$ cat config.mk
export PLATFORM = sky130hd
export DESIGN_NAME = uart_rx
export DESIGN_NICKNAME = d
export VERILOG_FILES = /design/src/rtl/uart_rx.sv
export SDC_FILE = /design/constraint.sdc
export NUM_CORES = 1
export LEC_CHECK = 0
export BUFFER_PORTS_ARGS = -buffer_cell sky130_fd_sc_hd__buf_2
export CAP_MARGIN = 25
export CORE_MARGIN = 3
export CORE_UTILIZATION = 51
export DETAILED_ROUTE_END_ITERATION = 7
export GPL_ROUTABILITY_DRIVEN = 0
export PLACE_DENSITY = 0.73
export SLEW_MARGIN = 15
export SYNTH_ARGS = -nofsm -noshare
export SYNTH_HDL_FRONTEND = slang
export SYNTH_SLANG_ARGS = --single-unit
$ cat constraint.sdc
create_clock -name clk -period 1.7 [get_ports clk]
set_clock_uncertainty 0.15 [all_clocks]
set_input_delay 0.17 -clock clk [delete_from_list [all_inputs] [get_ports clk]]
set_output_delay 0.17 -clock clk [all_outputs]
set_load 0.1 [all_outputs]
$ cat src/rtl/uart_rx.sv
// 8N1-style serial receiver: start bit, data_width bits LSB first, stop bit.
// Samples mid-bit from a falling-edge start detect; one-cycle valid/frame_err strobes.
module uart_rx #(
   parameter int data_width   = 8,
   parameter int clks_per_bit = 16
) (
   input  logic                  clk,
   input  logic                  arst_n,
   input  logic                  rx_en,
   input  logic                  rx,
   output logic [data_width-1:0] data,
   output logic                  valid,
   output logic                  busy,
   output logic                  frame_err
);

   localparam int CW = (clks_per_bit > 1) ? $clog2(clks_per_bit) : 1;
   localparam int IW = (data_width > 1) ? $clog2(data_width) : 1;
   // Counter counts down to zero, so a period of N cycles is loaded as N-1.
   localparam logic [CW-1:0] HALF_LOAD = CW'(clks_per_bit / 2 - 1);
   localparam logic [CW-1:0] FULL_LOAD = CW'(clks_per_bit - 1);
   localparam logic [IW-1:0] LAST_BIT  = IW'(data_width - 1);

   typedef enum logic [1:0] {IDLE, START, DATA, STOP} state_t;

   state_t                state_q, state_d;
   logic                  rx_meta_q, rx_s_q, rx_dly_q;
   logic [CW-1:0]         cnt_q, cnt_d;
   logic [IW-1:0]         idx_q, idx_d;
   logic [data_width-1:0] shift_q, shift_d;
   logic [data_width-1:0] data_q, data_d;
   logic                  valid_q, valid_d;
   logic                  busy_q, busy_d;
   logic                  ferr_q, ferr_d;
   logic                  expire;

   always_ff @(posedge clk or negedge arst_n) begin
      if (!arst_n) begin
         rx_meta_q <= 1'b1;
         rx_s_q    <= 1'b1;
         rx_dly_q  <= 1'b1;
         state_q   <= IDLE;
         cnt_q     <= '0;
         idx_q     <= '0;
         shift_q   <= '0;
         data_q    <= '0;
         valid_q   <= 1'b0;
         busy_q    <= 1'b0;
         ferr_q    <= 1'b0;
      end else begin
         rx_meta_q <= rx;
         rx_s_q    <= rx_meta_q;
         rx_dly_q  <= rx_s_q;
         state_q   <= state_d;
         cnt_q     <= cnt_d;
         idx_q     <= idx_d;
         shift_q   <= shift_d;
         data_q    <= data_d;
         valid_q   <= valid_d;
         busy_q    <= busy_d;
         ferr_q    <= ferr_d;
      end
   end

   always_comb begin
      state_d = state_q;
      cnt_d   = cnt_q;
      idx_d   = idx_q;
      shift_d = shift_q;
      data_d  = data_q;
      valid_d = 1'b0;
      ferr_d  = 1'b0;
      expire  = (cnt_q == '0);

      if (state_q != IDLE && !expire) cnt_d = cnt_q - 1'b1;

      unique case (state_q)
         IDLE: begin
            if (rx_en && rx_dly_q && !rx_s_q) begin
               cnt_d   = HALF_LOAD;
               state_d = START;
            end
         end
         START: begin
            if (expire) begin
               if (rx_s_q) begin
                  state_d = IDLE;
               end else begin
                  cnt_d   = FULL_LOAD;
                  idx_d   = '0;
                  state_d = DATA;
               end
            end
         end
         DATA: begin
            if (expire) begin
               shift_d                 = shift_q >> 1;
               shift_d[data_width-1]   = rx_s_q;
               cnt_d                   = FULL_LOAD;
               if (idx_q == LAST_BIT) state_d = STOP;
               else                   idx_d   = idx_q + 1'b1;
            end
         end
         STOP: begin
            if (expire) begin
               state_d = IDLE;
               if (rx_s_q) begin
                  data_d  = shift_q;
                  valid_d = 1'b1;
               end else begin
                  ferr_d  = 1'b1;
               end
            end
         end
         default: state_d = IDLE;
      endcase

      busy_d = (state_d != IDLE);
   end

   assign data      = data_q;
   assign valid     = valid_q;
   assign busy      = busy_q;
   assign frame_err = ferr_q;

endmodule

==> results.py <==
metrics = {
    "worst_hold_path": {
        "whs_path_depth": 0,
        "worstHoldStart": "rx_meta_q",
        "min_delay_worst_endpoint": "rx_s_q",
        "hold_path_class": "reg2reg",
    },
    "sta": {
        "slew_headroom": 0.555,
        "period_minus_slack_ns": 1.72,
        "hold_violations": 0,
        "maxSlewViolCount": 0,
        "max_freq_mhz": 582,
        "setup_viol_count_final": 5,
        "setup_ws_ns": -0.0179,
        "rsz0062_at_grt": "true",
        "fin_crit_sh": 1.01,
        "tightest_slew_ns": 0.667,
    },
    "synth": {
        "synth_edf_count": 0,
        "synthArstFlopShare": 1.00,
        "synth_most_common_cell": "dfrtp_1",
        "yosys-top-cells-count": "28 x dfrtp_1, 9 x mux2_2, 7 x inv_1, 7 x mux2_4, 7 x o21ai_0",
        "synthesis.area_um2": 1440,
        "yosysSeqAreaShare": 0.543,
        "synth_nets": 120,
        "netlist_top_cells_area": "dfrtp_1 49%, mux2_4 7.3%, mux2_2 7.1%",
        "ys_ff_latch": 31,
        "synth_cells": 113,
        "yosysTopAreaCellShare": 0.488,
        "synth_largest_area_cell": "dfrtp_1",
        "ys_warn_count": 0,
        "ys_types": 38,
        "synthFlopType": "dfrtp_1",
        "syn_area_per_cell_um2": 12.7,
    },
    "clocking": {
        "numClockSinks": 31,
        "cts_tree": "built",
        "cts_max_level": 2,
        "clkLatencyLatePin_ns": 0.33,
        "clk_path_buf_depth": 2,
        "cts-root-buf": "clkbuf_4",
        "cts.clk_slew.worst_paths_ns": 0.09,
        "cts_buffers": 5,
    },
    "power": {
        "pwr-share-comb": 0.445,
        "power_leakage_uw": 0.000890,
        "vdd_drop_max_v": 0.00100,
        "seqPwrFrac": 0.399,
        "switching_share": 0.398,
        "clkPwrFrac": 0.156,
        "p_int_uw": 1540,
        "p_sw_uw": 1010,
        "power.density_nw_per_um2": 1480,
    },
    "grt": {
        "grt_max_degree": 32,
        "antenna_found_initial": 0,
        "overflow": 0,
        "grt_pass1_wl_um": 4240,
        "grt_usage": 0.170,
        "grt_pass1_vias": 912,
    },
    "layout": {
        "drive_above_1_share": 0.419,
        "nNetsFinal": 154,
        "diodes": 0,
        "final_util": 0.672,
        "syn2layout_area_growth_pct": 20.1,
        "instances_no_fill": 178,
    },
    "die": {
        "die_area_um2": 3490,
        "fp.dieW_um": 59.0,
        "initial_core_util": 0.559,
        "ios": 15,
        "core_um2": 2570,
        "rows": 18,
        "die_h_um": 59.0,
    },
    "setup_path": {
        "worstSetupEndpointType": "flop",
        "crit_required_ns": 1.78,
        "worst-path-max-fanout": 5,
        "cp-start-kind": "flop",
        "rr_startpoint": "cnt_q[1]",
        "r2r-end": "data[2]",
        "crit_type": "reg2reg",
        "ff2ff_setup_slack_ns": -0.02,
        "worstRegToRegCells": 6,
        "cp_data_arrival_time_ns": 1.79,
    },
    "route": {
        "firstDrtPassIters": 4,
        "drc": 0,
        "wl_per_cell_um": 14.6,
        "avgViaCountPerCell": 5.48,
        "vias": 975,
        "postRouteAntennaNets": 0,
        "drt_iter0_drc": 12,
        "wl_um": 2610,
    },
    "placed_design": {
        "dp_slack_ns": -0.0281,
        "hpwl_um": 1720,
        "portBuffers": 14,
        "placed_cells": 163,
    },
    "run_status": {
        "status": "finished, violations left",
        "violations": "negative setup slack",
    },
    "flow_run": {
        "drv_cap": 0,
    },
}
-- cell usage in the layout (no fill, tap or decap), types with 2 or more instances in the layout --
cell	synthesis	final
mux2i_1	2	2
mux2_2	9	9
a21oi_1	2	2
o21ai_0	7	7
nor2_1	4	4
dfstp_2	3	3
ha_1	3	2
clkbuf_4	0	5
nand4_1	3	3
buf_4	0	13
dlygate4sd3_1	0	3
mux2_4	7	7
nand2_1	5	5
clkbuf_1	0	2
dfrtp_1	28	28
or3_1	2	2
nor3b_1	3	3
nand4_4	1	2
buf_2	2	14
nand3_1	2	2
inv_1	7	7
-- critical path, cell delays in order (launching register included) --
cell,delay [ns]
dfrtp_1,0.38
inv_1,0.06
ha_2,0.17
nor3b_4,0.25
buf_6,0.15
nand4_4,0.14
mux2_2,0.31
-- registers in the layout, indices dropped and copies added (netlist names), 2 cells and up --
register,cells
shift_q,8
state_q,2
cnt_q,4
idx_q,3
data,8
-- worst max path at each step --
stage | cells after the start | slack (ns) | to | start
after floorplan | 6 | -0.02 | shift_q[0] | cnt_q[0]
after global routing | 6 | -0.11 | data[2] | cnt_q[1]
final | 6 | -0.02 | data[2] | cnt_q[1]
after global placement | 5 | 0.01 | shift_q[0] | cnt_q[1]
after detailed placement | 5 | -0.03 | shift_q[6] | cnt_q[1]
after CTS | 6 | -0.01 | data[2] | cnt_q[1]
-- area by class of cell --
| class | count | area, um2 |
|---|---|---|
| Fill cell | 193 | 843 |
| Sequential cell | 31 | 779 |
| Multi-Input combinational cell | 71 | 622 |
| Timing Repair Buffer | 31 | 209 |
| Clock buffer | 7 | 45.0 |
| Tap cell | 30 | 37.5 |
| Inverter | 7 | 26.3 |
| Clock inverter | 1 | 5.00 |
-- timing repair --
item	CTS	global route
hold buffers	3	0
endpoints found under the hold margin	30	0
gates cloned	1	0
pin swaps	1	1
gates resized for setup	2	1
endpoints found under the setup margin	11	21
setup buffers	1	2
-- metrics by stage --
step	hold WS, ns	setup TNS (ns)	area, um2	total power (uW)
after floorplan	-0.276	-0.137	1440	1770
after global placement	0.0876	0	1590	2030
after detailed placement	0.0946	-0.163	1590	2070
after CTS	0.213	-0.0412	1700	2530
after global routing	0.220	-1.37	1720	2710
final	0.212	-0.0571	1720	2550
-- power groups by stage --
stage / Combinational [uW] / Sequential [uW] / Clock (uW)
2_1_floorplan: 576 / 1200 / 0
3_3_place_gp: 1010 / 1020 / 0
3_5_place_dp: 1040 / 1030 / 0
4_1_cts: 1100 / 1010 / 412
5_1_grt: 1230 / 1030 / 450
6_report: 1130 / 1020 / 399
-- cells by family after synthesis --
| family | share of synthesized area |
|---|---|
| and+or+nand+nor | 0.166 |
| DFF | 0.543 |
| muxes | 0.158 |
| AOI/OAI and AO/OA | 0.0628 |
| buffers and inverters | 0.0445 |
| adders and majority gates | 0.0262 |
-- routing by layer --
metal,vias up,GRT usage,share of wire
li1,474,-,-
met4,0,0.107,0.023
met5,-,0,0
met2,20,0.251,0.48
met3,6,0.0458,0.035
met1,475,0.223,0.46
(Power assumes the default switching activity.)
